## src/rtl/imem_loader_pkg.sv

```systemverilog
`default_nettype none
// ============================================================================
// Module  : imem_loader_pkg
// Brief   : Shared defaults and FSM state encoding for the instruction loader.
// Revision: 1.0 - initial release
// ============================================================================
package imem_loader_pkg;

    localparam int DEF_ADDR_W = 10;
    localparam int DEF_WORD_W = 32;
    localparam int MAX_WORDS  = 1024;

    typedef enum logic [1:0] {
        IDLE  = 2'd0,
        LOAD  = 2'd1,
        WRITE = 2'd2,
        DONE  = 2'd3
    } state_t;

endpackage
`default_nettype wire

```

## src/rtl/imem_loader_byte_assembler.sv

```systemverilog
`default_nettype none
// ============================================================================
// Module  : byte_assembler
// Brief   : Packs an MSB-first byte stream into words; flags the final byte.
// Revision: 1.0 - initial release
// ============================================================================
module byte_assembler #(
    parameter int WORD_W = 32
) (
    input  logic              clk,
    input  logic              rst,
    input  logic              i_clear,
    input  logic              i_accept,
    input  logic [7:0]        i_byte,
    output logic [WORD_W-1:0] o_word,
    output logic              o_word_ready
);

    localparam int         c_BYTES = WORD_W / 8;
    localparam logic [1:0] c_LAST  = 2'(c_BYTES - 1);

    logic [WORD_W-1:0] r_word;
    logic [1:0]        r_count;

    always_ff @(posedge clk) begin
        if (rst || i_clear) begin
            r_word  <= '0;
            r_count <= '0;
        end else if (i_accept) begin
            r_word  <= {r_word[WORD_W-9:0], i_byte};
            r_count <= (r_count == c_LAST) ? 2'd0 : r_count + 2'd1;
        end
    end

    // Asserted in the same cycle the last byte is taken, so the write follows next edge.
    assign o_word_ready = i_accept && (r_count == c_LAST);
    assign o_word       = r_word;

endmodule
`default_nettype wire

```

## src/rtl/imem_loader.sv

```systemverilog
`default_nettype none
// ============================================================================
// Module  : imem_loader
// Brief   : Streams bytes into instruction memory, holding the CPU until done.
// Revision: 1.0 - initial release
// ============================================================================
module imem_loader
    import imem_loader_pkg::*;
#(
    parameter int ADDR_W = DEF_ADDR_W,
    parameter int WORD_W = DEF_WORD_W
) (
    input  logic              clock,
    input  logic              reset,
    input  logic              start,
    input  logic [ADDR_W:0]   load_len,
    input  logic [7:0]        rx_data,
    input  logic              rx_valid,
    output logic              rx_ready,
    output logic [WORD_W-1:0] mem_data,
    output logic [ADDR_W-1:0] mem_wraddress,
    output logic              mem_wren,
    output logic              cpu_hold,
    output logic              done,
    output logic [7:0]        checksum
);

    localparam logic [ADDR_W:0] c_MAX_LEN = {1'b1, {ADDR_W{1'b0}}};
    localparam logic [ADDR_W:0] c_ONE     = {{ADDR_W{1'b0}}, 1'b1};

    state_t            r_state;
    state_t            w_next_state;
    logic [ADDR_W:0]   r_len;
    logic [ADDR_W-1:0] r_index;
    logic [7:0]        r_checksum;
    logic [ADDR_W:0]   w_len_clamped;
    logic              w_start_ok;
    logic              w_accept;
    logic              w_word_ready;
    logic              w_last_word;
    logic [WORD_W-1:0] w_word;

    assign w_len_clamped = (load_len > c_MAX_LEN) ? c_MAX_LEN : load_len;
    assign w_start_ok    = start && ((r_state == IDLE) || (r_state == DONE));
    assign w_accept      = rx_valid && rx_ready;
    assign w_last_word   = ({1'b0, r_index} == (r_len - c_ONE));

    byte_assembler #(
        .WORD_W (WORD_W)
    ) u_byte_assembler (
        .clk          (clock),
        .rst          (reset),
        .i_clear      (w_start_ok),
        .i_accept     (w_accept),
        .i_byte       (rx_data),
        .o_word       (w_word),
        .o_word_ready (w_word_ready)
    );

    always_ff @(posedge clock) begin
        if (reset) begin
            r_state <= IDLE;
        end else begin
            r_state <= w_next_state;
        end
    end

    always_comb begin
        w_next_state = r_state;
        case (r_state)
            IDLE, DONE: begin
                if (start) begin
                    w_next_state = (w_len_clamped == '0) ? DONE : LOAD;
                end
            end
            LOAD: begin
                if (w_word_ready) begin
                    w_next_state = WRITE;
                end
            end
            WRITE: begin
                w_next_state = w_last_word ? DONE : LOAD;
            end
            default: w_next_state = IDLE;
        endcase
    end

    always_comb begin
        rx_ready = 1'b0;
        mem_wren = 1'b0;
        cpu_hold = 1'b0;
        done     = 1'b0;
        case (r_state)
            LOAD: begin
                rx_ready = 1'b1;
                cpu_hold = 1'b1;
            end
            WRITE: begin
                mem_wren = 1'b1;
                cpu_hold = 1'b1;
            end
            DONE:    done = 1'b1;
            default: ;
        endcase
    end

    always_ff @(posedge clock) begin
        if (reset) begin
            r_len      <= '0;
            r_index    <= '0;
            r_checksum <= '0;
        end else if (w_start_ok) begin
            r_len      <= w_len_clamped;
            r_index    <= '0;
            r_checksum <= '0;
        end else begin
            if (w_accept) begin
                r_checksum <= r_checksum ^ rx_data;
            end
            if (r_state == WRITE) begin
                r_index <= r_index + 1'b1;
            end
        end
    end

    assign mem_data      = w_word;
    assign mem_wraddress = r_index;
    assign checksum      = r_checksum;

endmodule
`default_nettype wire

```

## config.mk

```make
export PLATFORM = sky130hd
export DESIGN_NAME = imem_loader
export DESIGN_NICKNAME = d
export VERILOG_FILES = /design/src/rtl/imem_loader_pkg.sv /design/src/rtl/imem_loader_byte_assembler.sv /design/src/rtl/imem_loader.sv
export SDC_FILE = /design/constraint.sdc
export NUM_CORES = 1
export LEC_CHECK = 0
export CORE_ASPECT_RATIO = 0.6
export CORE_MARGIN = 2
export CORE_UTILIZATION = 52
export DETAILED_ROUTE_END_ITERATION = 16
export GPL_ROUTABILITY_DRIVEN = 0
export PLACE_DENSITY_LB_ADDON = 0.08
export SLEW_MARGIN = 0
export SYNTH_ARGS = -nofsm -noshare
export SYNTH_HDL_FRONTEND = slang
export SYNTH_SLANG_ARGS = --single-unit
```

## constraint.sdc

```tcl
create_clock -name clock -period 3.4 [get_ports clock]
set_input_delay 1.02 -clock clock [delete_from_list [all_inputs] [get_ports clock]]
set_output_delay 1.02 -clock clock [all_outputs]
set_load 0.02 [all_outputs]
```

==> results.toml <==
[place]
pre_cts_ws_ps = 511.5
place_hpwl_um = 5101
io_buffers = 76

[detailed_routing]
dr_total_vias = 2568
viasPerCell = 5.306
wire_per_inst_um = 14.20
dr.pass1.iters = 4
routed_wl_um = 6875
top_layer_used = "met4"
met1Wirelength_um = 3485
drc = 0
met2WireLength_um = 2783
dr_wl_met3_um = 557
drt_iter0_markers = 156
postRouteAntennaNets = 0

[synthesis]
synth_area_sq_um = 2823
synth_nets = 371
synth.avg_cell_area_sq_um = 8.278
synth_edf_count = 0
ys_seq_area_share_pct = 46.10
synth-seq-cells = 65
synth_cells = 341
yosysUniqueCellTypes = 49
async_flop_share_pct = 0
yosysWarnings = 0
synth_ff_type = "dfxtp_1"

[run_status]
status = "completed"

[timing]
slew_viol_final = 0
relSlewSlack_pct = 59.52
setup_viol = 0
finalCriticalPeriod_ps = 2915
worst_pin_slew_ps = 606.1
period_share_pct = 85.72
setup_ws_ps = 485.4
rsz0062_at_grt = "false"
hold_viol = 0
clock.fmax_mhz = 343.1
clock_skew_ps = 8.207
setup_tns_ps = 0

[worst_setup_path]
timing.rr.start = "r_len[0]$_SDFFE_PP0P_"
setup.worst_path.start = "r_state[0]$_SDFFE_PP0P_"
crit_type = "reg -> out"
path_cells = "inv_1 > ha_1 > clkinv_1 > clkdlybuf4s50_1"
cp_max_fo = 5
worstPathArrival_ps = 1890
critPathLaunchType = "flip-flop"
cp.required_ps = 2380
max_stage_delay_ps = 610
end_kind = "output pin"
cp_slowest_cell = "clkdlybuf4s50_1"

[floorplan]
core-area_sq_um = 5155
die_h_um = 61.07
rows = 20
start_util_pct = 54.76
pin_count = 77
die-width_um = 99.12
dieArea_sq_um = 6053

[clocking]
hold_buffers = 0
cts-root-buf = "clkbuf_8"
clkTransAtPathRegs_ps = 70
cts_setup_buffers = 0
cts_tree = "yes"
clock_path_buffers = 2
cts_made_buffers = 9
clock_latency_ps = 330
htreeDepth = 3
cts_num_sinks = 65
cts_resized = 0

[hold_path]
hold_class = "reg -> reg"
worstHoldStart = "u_byte_assembler.o_word[25]$_SDFFE_PP0P_"

[pwr]
leakage_nw = 1.346
power.density_nw_per_um2 = 558.3
irDropWorstVdd_v = 0.0005273
finalPower_mw = 2.130

[grt]
grt_max_degree = 43
grt_pass1_wl_um = 11120
antenna_found_initial = 0
grt_pass1_vias = 2266
grt-ovfl-total = 0
grtUsageTotal_pct = 23.61

[finish]
num_antenna_cells = 0
syn_to_final_growth_pct = 35.20
drive_gt1_share_pct = 7.177
fin_nets = 443
most-common-layout-cells = "nand2_1, clkdlybuf4s50_1, dfxtp_1, a21oi_1, nor2_1"
final_common_cell = "nand2_1"

[job]
maxCapViolations = 0
## area by class of cell
type | instances | area, sq um
clock buffers | 11 | 141.4
clock inverters | 5 | 31.28
fillers | 407 | 1339
inverters | 10 | 37.54
multi-input cells | 247 | 1406
flip-flops and latches | 65 | 1301
well taps | 66 | 82.58
repair buffers | 80 | 815.8
## final timing paths
path	cells past startpoint	endpoint	slack (ps)
setup / recovery	4	cpu_hold	490
hold / removal	2	u_byte_assembler.o_word[25]$_SDFFE_PP0P_	460
setup reg to reg	7	r_state[1]$_SDFFE_PP0P_	1330
hold reg to reg	2	u_byte_assembler.o_word[25]$_SDFFE_PP0P_	460
## registers in the layout, indices dropped and copies added (netlist names)
register                  count
r_len                        11
r_state                       2
u_byte_assembler.o_word      32
checksum                      8
mem_wraddress                10
u_byte_assembler.r_count      2
## routing by layer
layer  up-vias  global-route usage (%)
met5         -                       0
met1      1172                   34.59
met2        82                   34.17
met4         0                   5.284
li1       1307                       -
met3         7                   7.719
## stage by stage
| stage | area (sq um) | hold slack, ps | std cells | utilization (%) |
|---|---|---|---|---|
| 2_1_floorplan | 2823 | 440.0 | 341 | - |
| 3_3_place_gp | 3643 | 441.3 | 468 | 70.68 |
| 3_5_place_dp | 3643 | 448.9 | 468 | 70.68 |
| 4_1_cts | 3816 | 458.5 | 484 | 74.03 |
| 5_1_grt | 3816 | 476.1 | 484 | 74.03 |
| 6_report | 3816 | 455.9 | 484 | 74.03 |
## kinds of logic (layout without fill, tap and decap cells)
family	Yosys count	count (layout)	share of synthesized area, %
simple gates	143	143	22.43
compound gates	72	72	16.40
flops	65	65	46.10
buf+inv	29	106	4.166
xor+xnor	24	24	7.447
fa+ha+maj	7	7	3.103
mux	1	1	0.3546
## critical path, delay by kind of cell, from the launching register on
family | cells | cell delay, ps
adder cells (fa/ha/maj) | 1 | 360
flip-flops | 1 | 420
buffers and inverters | 3 | 790
## report_power, final
part	switching, mW	internal (mW)
logic	0.381	0.295
clock network	0.284	0.282
registers	0.0713	0.818
total	0.736	1.39
## synth_stat cells, types with 3 or more instances
library cell	instances	area share, %
o21ai_1	5	0.89
ha_1	7	3.1
xnor2_1	7	2.2
clkbuf_1	15	2.0
inv_1	9	1.2
or3_1	3	0.66
nand4_1	4	0.89
a21oi_1	41	7.3
nand3_1	10	1.8
dfxtp_1	65	46
o21ai_0	3	0.53
a22o_1	3	0.93
nor4_1	5	1.1
nor2_1	26	3.5
nand2_1	82	11
xor2_1	17	5.3
Note: power is estimated with default switching activity, not from simulation.
